File: config.mk
export PLATFORM = sky130hd
export DESIGN_NAME = ex_muldiv
export DESIGN_NICKNAME = d
export VERILOG_FILES = /design/src/rtl/ex_muldiv.sv
export SDC_FILE = /design/constraint.sdc
export NUM_CORES = 2
export LEC_CHECK = 0
export CORE_ASPECT_RATIO = 0.6
export CORE_MARGIN = 2
export CORE_UTILIZATION = 36
export DETAILED_ROUTE_END_ITERATION = 10
export HOLD_SLACK_MARGIN = 0.15
export PLACE_DENSITY = 0.49
export SLEW_MARGIN = 10
export SYNTH_ARGS = -nofsm -noshare
export SYNTH_HDL_FRONTEND = slang
export SYNTH_SLANG_ARGS = --single-unit
File: constraint.sdc
create_clock -name clk -period 16.7 [get_ports clk]
set_input_delay 4.175 -clock clk [delete_from_list [all_inputs] [get_ports clk]]
set_output_delay 4.175 -clock clk [all_outputs]
set_load 0.05 [all_outputs]
File: src/rtl/ex_muldiv.sv
// ex_muldiv: multi-cycle MULT/MULTU/DIV/DIVU unit beside EX, writing HI/LO.
// Define EX_MULDIV_MACC_EN to add MADD/MSUB ({hi,lo} = hilo_i +/- op1*op2).
module ex_muldiv #(
    parameter int WIDTH   = 32,
    parameter int MUL_LAT = 2
) (
    input  logic               clk,
    input  logic               rst,
    input  logic               start_i,
    input  logic [2:0]         op_i,
    input  logic [WIDTH-1:0]   op1_i,
    input  logic [WIDTH-1:0]   op2_i,
    input  logic [2*WIDTH-1:0] hilo_i,
    input  logic               annul_i,
    output logic               busy_o,
    output logic               stallreq_o,
    output logic               done_o,
    output logic [WIDTH-1:0]   hi_o,
    output logic [WIDTH-1:0]   lo_o
);

    typedef enum logic [1:0] {
        S_IDLE,
        S_MUL,
        S_DIV,
        S_FIX
    } state_t;

    localparam logic [2:0] OP_MULT  = 3'b001;
    localparam logic [2:0] OP_MULTU = 3'b010;
    localparam logic [2:0] OP_DIV   = 3'b011;
    localparam logic [2:0] OP_DIVU  = 3'b100;
`ifdef EX_MULDIV_MACC_EN
    localparam logic [2:0] OP_MADD  = 3'b101;
    localparam logic [2:0] OP_MSUB  = 3'b110;
`endif

    localparam int W2   = 2 * WIDTH;
    localparam int CMAX = (WIDTH > MUL_LAT) ? WIDTH : MUL_LAT;
    localparam int CW   = $clog2(CMAX + 2);

    state_t           state_q, state_d;
    logic [CW-1:0]    cnt_q, cnt_d;
    logic [WIDTH-1:0] a_q, a_d;
    logic [WIDTH-1:0] b_q, b_d;
    logic             sgn_q, sgn_d;
    logic [W2-1:0]    p_q [MUL_LAT];
    logic [WIDTH-1:0] rem_q, rem_d;
    logic [WIDTH-1:0] quo_q, quo_d;
    logic [WIDTH-1:0] dvs_q, dvs_d;
    logic             neg_q, neg_d;
    logic             rneg_q, rneg_d;
    logic             done_q, done_d;
    logic [WIDTH-1:0] hi_q, hi_d;
    logic [WIDTH-1:0] lo_q, lo_d;

    logic             in_mul, in_div, in_sgn, in_valid;
    logic             accept;
    logic [W2-1:0]    a_ext, b_ext, prod;
    logic [W2-1:0]    p_last, mul_res;
    logic [CW-1:0]    mul_end;
    logic             mul_last, div_zero, div_last;
    logic [WIDTH+1:0] trial;
    logic [WIDTH-1:0] a_abs, b_abs;

`ifdef EX_MULDIV_MACC_EN
    logic             in_macc, in_sub;
    logic             macc_q, macc_d;
    logic             sub_q, sub_d;
    logic [W2-1:0]    hilo_q, hilo_d;
    logic [W2-1:0]    acc_q, acc_d;
`else
    logic             unused_hilo;
    assign unused_hilo = ^hilo_i;
`endif

    // Classify the incoming op code
    always_comb begin
        in_mul = 1'b0;
        in_div = 1'b0;
        in_sgn = 1'b0;
`ifdef EX_MULDIV_MACC_EN
        in_macc = 1'b0;
        in_sub  = 1'b0;
`endif
        unique case (op_i)
            OP_MULT: begin
                in_mul = 1'b1;
                in_sgn = 1'b1;
            end
            OP_MULTU: in_mul = 1'b1;
            OP_DIV: begin
                in_div = 1'b1;
                in_sgn = 1'b1;
            end
            OP_DIVU: in_div = 1'b1;
`ifdef EX_MULDIV_MACC_EN
            OP_MADD: begin
                in_mul  = 1'b1;
                in_sgn  = 1'b1;
                in_macc = 1'b1;
            end
            OP_MSUB: begin
                in_mul  = 1'b1;
                in_sgn  = 1'b1;
                in_macc = 1'b1;
                in_sub  = 1'b1;
            end
`endif
            default: ;
        endcase
    end

    assign in_valid   = in_mul | in_div;
    assign accept     = (state_q == S_IDLE) & start_i & in_valid & ~annul_i;
    assign busy_o     = (state_q != S_IDLE);
    assign stallreq_o = busy_o | (start_i & in_valid & ~annul_i & ~rst);
    assign done_o     = done_q;
    assign hi_o       = hi_q;
    assign lo_o       = lo_q;

    // Full-width product formed from the operands as they are accepted
    always_comb begin
        a_ext = in_sgn ? {{WIDTH{op1_i[WIDTH-1]}}, op1_i}
                       : {{WIDTH{1'b0}}, op1_i};
        b_ext = in_sgn ? {{WIDTH{op2_i[WIDTH-1]}}, op2_i}
                       : {{WIDTH{1'b0}}, op2_i};
        prod  = a_ext * b_ext;
    end

    assign p_last = p_q[MUL_LAT-1];

`ifdef EX_MULDIV_MACC_EN
    assign mul_end = macc_q ? CW'(MUL_LAT) : CW'(MUL_LAT - 1);
    assign mul_res = macc_q ? acc_q : p_last;
`else
    assign mul_end = CW'(MUL_LAT - 1);
    assign mul_res = p_last;
`endif

    assign mul_last = (state_q == S_MUL) && (cnt_q == mul_end);
    assign div_zero = (state_q == S_DIV) && (cnt_q == '0) && (b_q == '0);
    assign div_last = (state_q == S_DIV) && (cnt_q == CW'(WIDTH));

    // FSM state register
    always_ff @(posedge clk) begin
        if (rst) state_q <= S_IDLE;
        else     state_q <= state_d;
    end

    // FSM next state; a flush always returns to IDLE
    always_comb begin
        state_d = state_q;
        unique case (state_q)
            S_IDLE: begin
                if (accept) state_d = in_mul ? S_MUL : S_DIV;
            end
            S_MUL: begin
                if (mul_last) state_d = S_IDLE;
            end
            S_DIV: begin
                if (div_zero)      state_d = S_IDLE;
                else if (div_last) state_d = S_FIX;
            end
            S_FIX:   state_d = S_IDLE;
            default: state_d = S_IDLE;
        endcase
        if (annul_i) state_d = S_IDLE;
    end

    // FSM outputs: done pulse and HI/LO update on completion only
    always_comb begin
        done_d = 1'b0;
        hi_d   = hi_q;
        lo_d   = lo_q;
        if (!annul_i) begin
            if (mul_last) begin
                done_d       = 1'b1;
                {hi_d, lo_d} = mul_res;
            end else if (div_zero) begin
                done_d = 1'b1;
                hi_d   = a_q;
                lo_d   = '1;
            end else if (state_q == S_FIX) begin
                done_d = 1'b1;
                lo_d   = neg_q  ? -quo_q : quo_q;
                hi_d   = rneg_q ? -rem_q : rem_q;
            end
        end
    end

    // Operand latch, cycle counter and restoring-divide datapath
    always_comb begin
        a_abs = (sgn_q && a_q[WIDTH-1]) ? -a_q : a_q;
        b_abs = (sgn_q && b_q[WIDTH-1]) ? -b_q : b_q;
        trial = {1'b0, rem_q, quo_q[WIDTH-1]} - {2'b00, dvs_q};

        cnt_d  = (state_q == S_IDLE) ? '0 : cnt_q + CW'(1);
        a_d    = a_q;
        b_d    = b_q;
        sgn_d  = sgn_q;
        rem_d  = rem_q;
        quo_d  = quo_q;
        dvs_d  = dvs_q;
        neg_d  = neg_q;
        rneg_d = rneg_q;

        if (accept) begin
            cnt_d = '0;
            a_d   = op1_i;
            b_d   = op2_i;
            sgn_d = in_sgn;
        end

        if (state_q == S_DIV) begin
            if (cnt_q == '0) begin
                // setup cycle: work on magnitudes, remember result signs
                dvs_d  = b_abs;
                quo_d  = a_abs;
                rem_d  = '0;
                neg_d  = sgn_q & (a_q[WIDTH-1] ^ b_q[WIDTH-1]);
                rneg_d = sgn_q & a_q[WIDTH-1];
            end else if (!trial[WIDTH+1]) begin
                rem_d = trial[WIDTH-1:0];
                quo_d = {quo_q[WIDTH-2:0], 1'b1};
            end else begin
                rem_d = {rem_q[WIDTH-2:0], quo_q[WIDTH-1]};
                quo_d = {quo_q[WIDTH-2:0], 1'b0};
            end
        end
    end

    // Datapath and result registers
    always_ff @(posedge clk) begin
        if (rst) begin
            cnt_q  <= '0;
            a_q    <= '0;
            b_q    <= '0;
            sgn_q  <= 1'b0;
            rem_q  <= '0;
            quo_q  <= '0;
            dvs_q  <= '0;
            neg_q  <= 1'b0;
            rneg_q <= 1'b0;
            done_q <= 1'b0;
            hi_q   <= '0;
            lo_q   <= '0;
        end else begin
            cnt_q  <= cnt_d;
            a_q    <= a_d;
            b_q    <= b_d;
            sgn_q  <= sgn_d;
            rem_q  <= rem_d;
            quo_q  <= quo_d;
            dvs_q  <= dvs_d;
            neg_q  <= neg_d;
            rneg_q <= rneg_d;
            done_q <= done_d;
            hi_q   <= hi_d;
            lo_q   <= lo_d;
        end
    end

    // Product pipeline: stage 0 loads at accept, then shifts each cycle
    always_ff @(posedge clk) begin
        if (rst) begin
            for (int i = 0; i < MUL_LAT; i++) p_q[i] <= '0;
        end else begin
            if (accept) p_q[0] <= prod;
            for (int i = 1; i < MUL_LAT; i++) p_q[i] <= p_q[i-1];
        end
    end

`ifdef EX_MULDIV_MACC_EN
    // Accumulate control latched at accept; adder result one cycle behind
    always_comb begin
        macc_d = macc_q;
        sub_d  = sub_q;
        hilo_d = hilo_q;
        if (accept) begin
            macc_d = in_macc;
            sub_d  = in_sub;
            hilo_d = hilo_i;
        end
        acc_d = sub_q ? hilo_q - p_last : hilo_q + p_last;
    end

    // Accumulate registers
    always_ff @(posedge clk) begin
        if (rst) begin
            macc_q <= 1'b0;
            sub_q  <= 1'b0;
            hilo_q <= '0;
            acc_q  <= '0;
        end else begin
            macc_q <= macc_d;
            sub_q  <= sub_d;
            hilo_q <= hilo_d;
            acc_q  <= acc_d;
        end
    end
`endif

endmodule
==> results.sh <==
export IMPL_dp_hpwl_um=173000
export IMPL_antenna_found_initial=16
export IMPL_fin_skew_ps=40.1
export IMPL_worstSetupPathType="in2reg"
export IMPL_cts_repair_resized=0
export IMPL_insertion_delay_ps=570
export IMPL_antenna_left=0
export IMPL_worstRegToRegCells=11
export IMPL_synth_seq_cells=364
export IMPL_placed_cell_area_um2=69200
export IMPL_syn_area_um2=65400
export IMPL_port_buffers=137
export IMPL_max_slew_margin_pct=22.5
export IMPL_period_share_pct=88.7
export IMPL_fp_dieArea_um2=185000
export IMPL_synthCells=7172
export IMPL_crit_arrival_ps=15100
export IMPL_cts_tree="yes"
export IMPL_multi_input_area_um2=49800
export IMPL_hold_viol=0
export IMPL_crit_fanout=19
export IMPL_r2r_end="lo_o[29]"
export IMPL_async_reset_ff_share_pct=0
export IMPL_r2r_start="b_q[8]"
export IMPL_placementRows=121
export IMPL_cts_hold_buffers=0
export IMPL_drt_total_wl_um=212000
export IMPL_first_pass_iters=6
export IMPL_hold_depth=2
export IMPL_rsz0062_at_grt="no"
export IMPL_final_seq_area_um2=8570
export IMPL_start_util_pct=36.2
export IMPL_routedWlPerCell_um=22.2
export IMPL_nFillCells=18300
export IMPL_cts_htree_levels=2
export IMPL_cts_setup_buffers=0
export IMPL_cts_root_buf="clkbuf_16"
export IMPL_nets=9029
export IMPL_synth_seq_area_share_pct=13.1
export IMPL_finalInstanceArea_um2=70400
export IMPL_gp_congestion=0.931
export IMPL_hp_class="reg2reg"
export IMPL_crit_required_ps=16990
export IMPL_endpoint_kind="flop"
export IMPL_ios=202
export IMPL_cts_clk_slew_worst_paths_ps=70
export IMPL_timing_hold_ws_ps=454
export IMPL_die_w_um=554
export IMPL_fmax_mhz=67.5
export IMPL_drt_iter0_markers=4127
export IMPL_grt_pass1_wl_um=327000
export IMPL_cts_buffers=36
export IMPL_finalSetupTns_ps=0
export IMPL_startpoint_type="input port"
export IMPL_synth_cell_type_count=81
export IMPL_die_h_um=334
export IMPL_viasPerCell=4.99
export IMPL_cts_buffer_depth=3
export IMPL_setup_viol=0
export IMPL_slew_violations=0
export IMPL_status="complete, no violations"
export IMPL_grt_ovfl_total=0
export IMPL_hp_start="lo_o[12]"
export IMPL_avgSynthCellArea_um2=9.12
export IMPL_synth_edff_count=128
export IMPL_via_count=47700
export IMPL_grt_usage_pct=23.5
export IMPL_core_area_um2=181000
export IMPL_synthFlopType="dfxtp_1"
export IMPL_rrSetupSlack_ps=11940
export IMPL_grt_pass1_vias=50400
export IMPL_hold_end="lo_o[12]"
export IMPL_route_detailed_drc=0
export IMPL_cts_sinks=364
export IMPL_min_period_ps=14810
export IMPL_timing_max_cap_violations=0
export IMPL_syn_to_final_growth_pct=7.63
export IMPL_synth_warnings=0
export IMPL_drive_gt1_share_pct=3.51
export IMPL_grt_max_degree=108
export IMPL_worstMarginPinSlew_ps=1150
Yosys cell counts, types with 50 or more instances:
cell,instances,area [µm²]
a21o_1,62,465
and2_1,376,2350
nor2b_1,90,563
xnor2_1,164,1440
nor2_1,326,1220
dfxtp_1,236,4720
ha_1,356,4450
o21ai_0,123,616
a21oi_1,293,1470
clkbuf_1,357,1340
edfxtp_1,128,3840
a211oi_1,80,601
nand2_1,1009,3790
xor2_1,99,867
fa_1,1413,28300
and3_1,50,313
inv_1,1561,5860
through the flow:
| stage | util (%) | cells | setup slack (ps) |
|---|---|---|---|
| final | 38.9 | 9559 | 1890 |
| after detailed placement | 38.2 | 9485 | 1420 |
| after global routing | 38.9 | 9550 | 1470 |
| after global placement | 38.2 | 9485 | 1390 |
| after CTS | 38.9 | 9550 | 1930 |
| after floorplan | - | 7235 | 3580 |
cell usage in the layout (no fill, tap or decap), types with 80 or more instances in the layout:
master / synthesis / layout
a211oi_1: 80 / 80
a21oi_1: 293 / 293
and2_1: 376 / 376
buf_4: 2 / 102
clkdlybuf4s50_1: 0 / 91
dfxtp_1: 236 / 236
edfxtp_1: 128 / 128
fa_1: 1413 / 1413
ha_1: 356 / 356
inv_1: 1561 / 1561
nand2_1: 1009 / 1009
nor2_1: 326 / 322
nor2b_1: 90 / 89
o21ai_0: 123 / 123
xnor2_1: 164 / 164
xor2_1: 99 / 99
routing by layer:
metal,GRT usage (%),up-vias,wire [µm]
li1,-,21500,-
met1,36.7,24700,105000
met2,34.2,1398,87300
met3,4.11,131,16200
met4,3.33,2,3200
met5,0,-,14
state kept, by name, indices dropped and copies added (netlist names):
register,cells
neg_q,1
rneg_q,1
state_q,2
sgn_q,1
a_q,32
done_o,1
rem_q,32
dvs_q,32
cnt_q,6
b_q,32
p_q,128
quo_q,32
hi_o,32
lo_o,32
kinds of logic after synthesis:
group                      Yosys count  synth area share (%)
and+or+nand+nor                   2035                  14.4
buffers and inverters             1949                  11.2
adders and majority gates         1770                  50.1
AOI/OAI and AO/OA                  780                  7.57
DFF                                364                  13.1
xor gates and xnor gates           263                  3.52
muxes                               10                 0.159
other                                1               0.00573
critical path, cell delays in order:
cell and delay (ps):
clkdlybuf4s50_1 520, nor2b_4 380, and2_1 310, buf_4 390
nand2_1 230, fa_1 770, inv_1 210, fa_1 550
fa_1 880, inv_1 300, fa_1 550, inv_1 60
fa_1 500, fa_1 580, fa_1 460, fa_1 510
fa_1 630, inv_1 110, fa_1 510, inv_1 40
ha_1 400, nand3_1 250, or3_1 430, o21ba_2 270
o21ai_0 400, a21oi_1 130, a21oi_1 200, mux2_2 350
area by class of cell:
type	count	share of cell area, %
multi-input combinational	4922	70.7
tap	2398	4.26
timing repair buffer	239	2.72
antenna	9	0.0320
clock buffer	54	1.57
clock inverter	11	0.203
inverter	1562	8.33
sequential	364	12.2
worst max path at each step:
stage	from	endpoint	slack [ps]
after floorplan	op_i[0]	p_q[0][62]	3580
after global placement	op_i[0]	p_q[0][61]	1390
after detailed placement	op_i[0]	p_q[0][61]	1420
after CTS	op_i[0]	p_q[0][62]	1930
after global routing	op_i[0]	p_q[0][62]	1470
final	op_i[0]	p_q[0][62]	1890
Power is not shown: default switching activity piles up to over one toggle a cycle in this logic, so the estimate is an artifact.
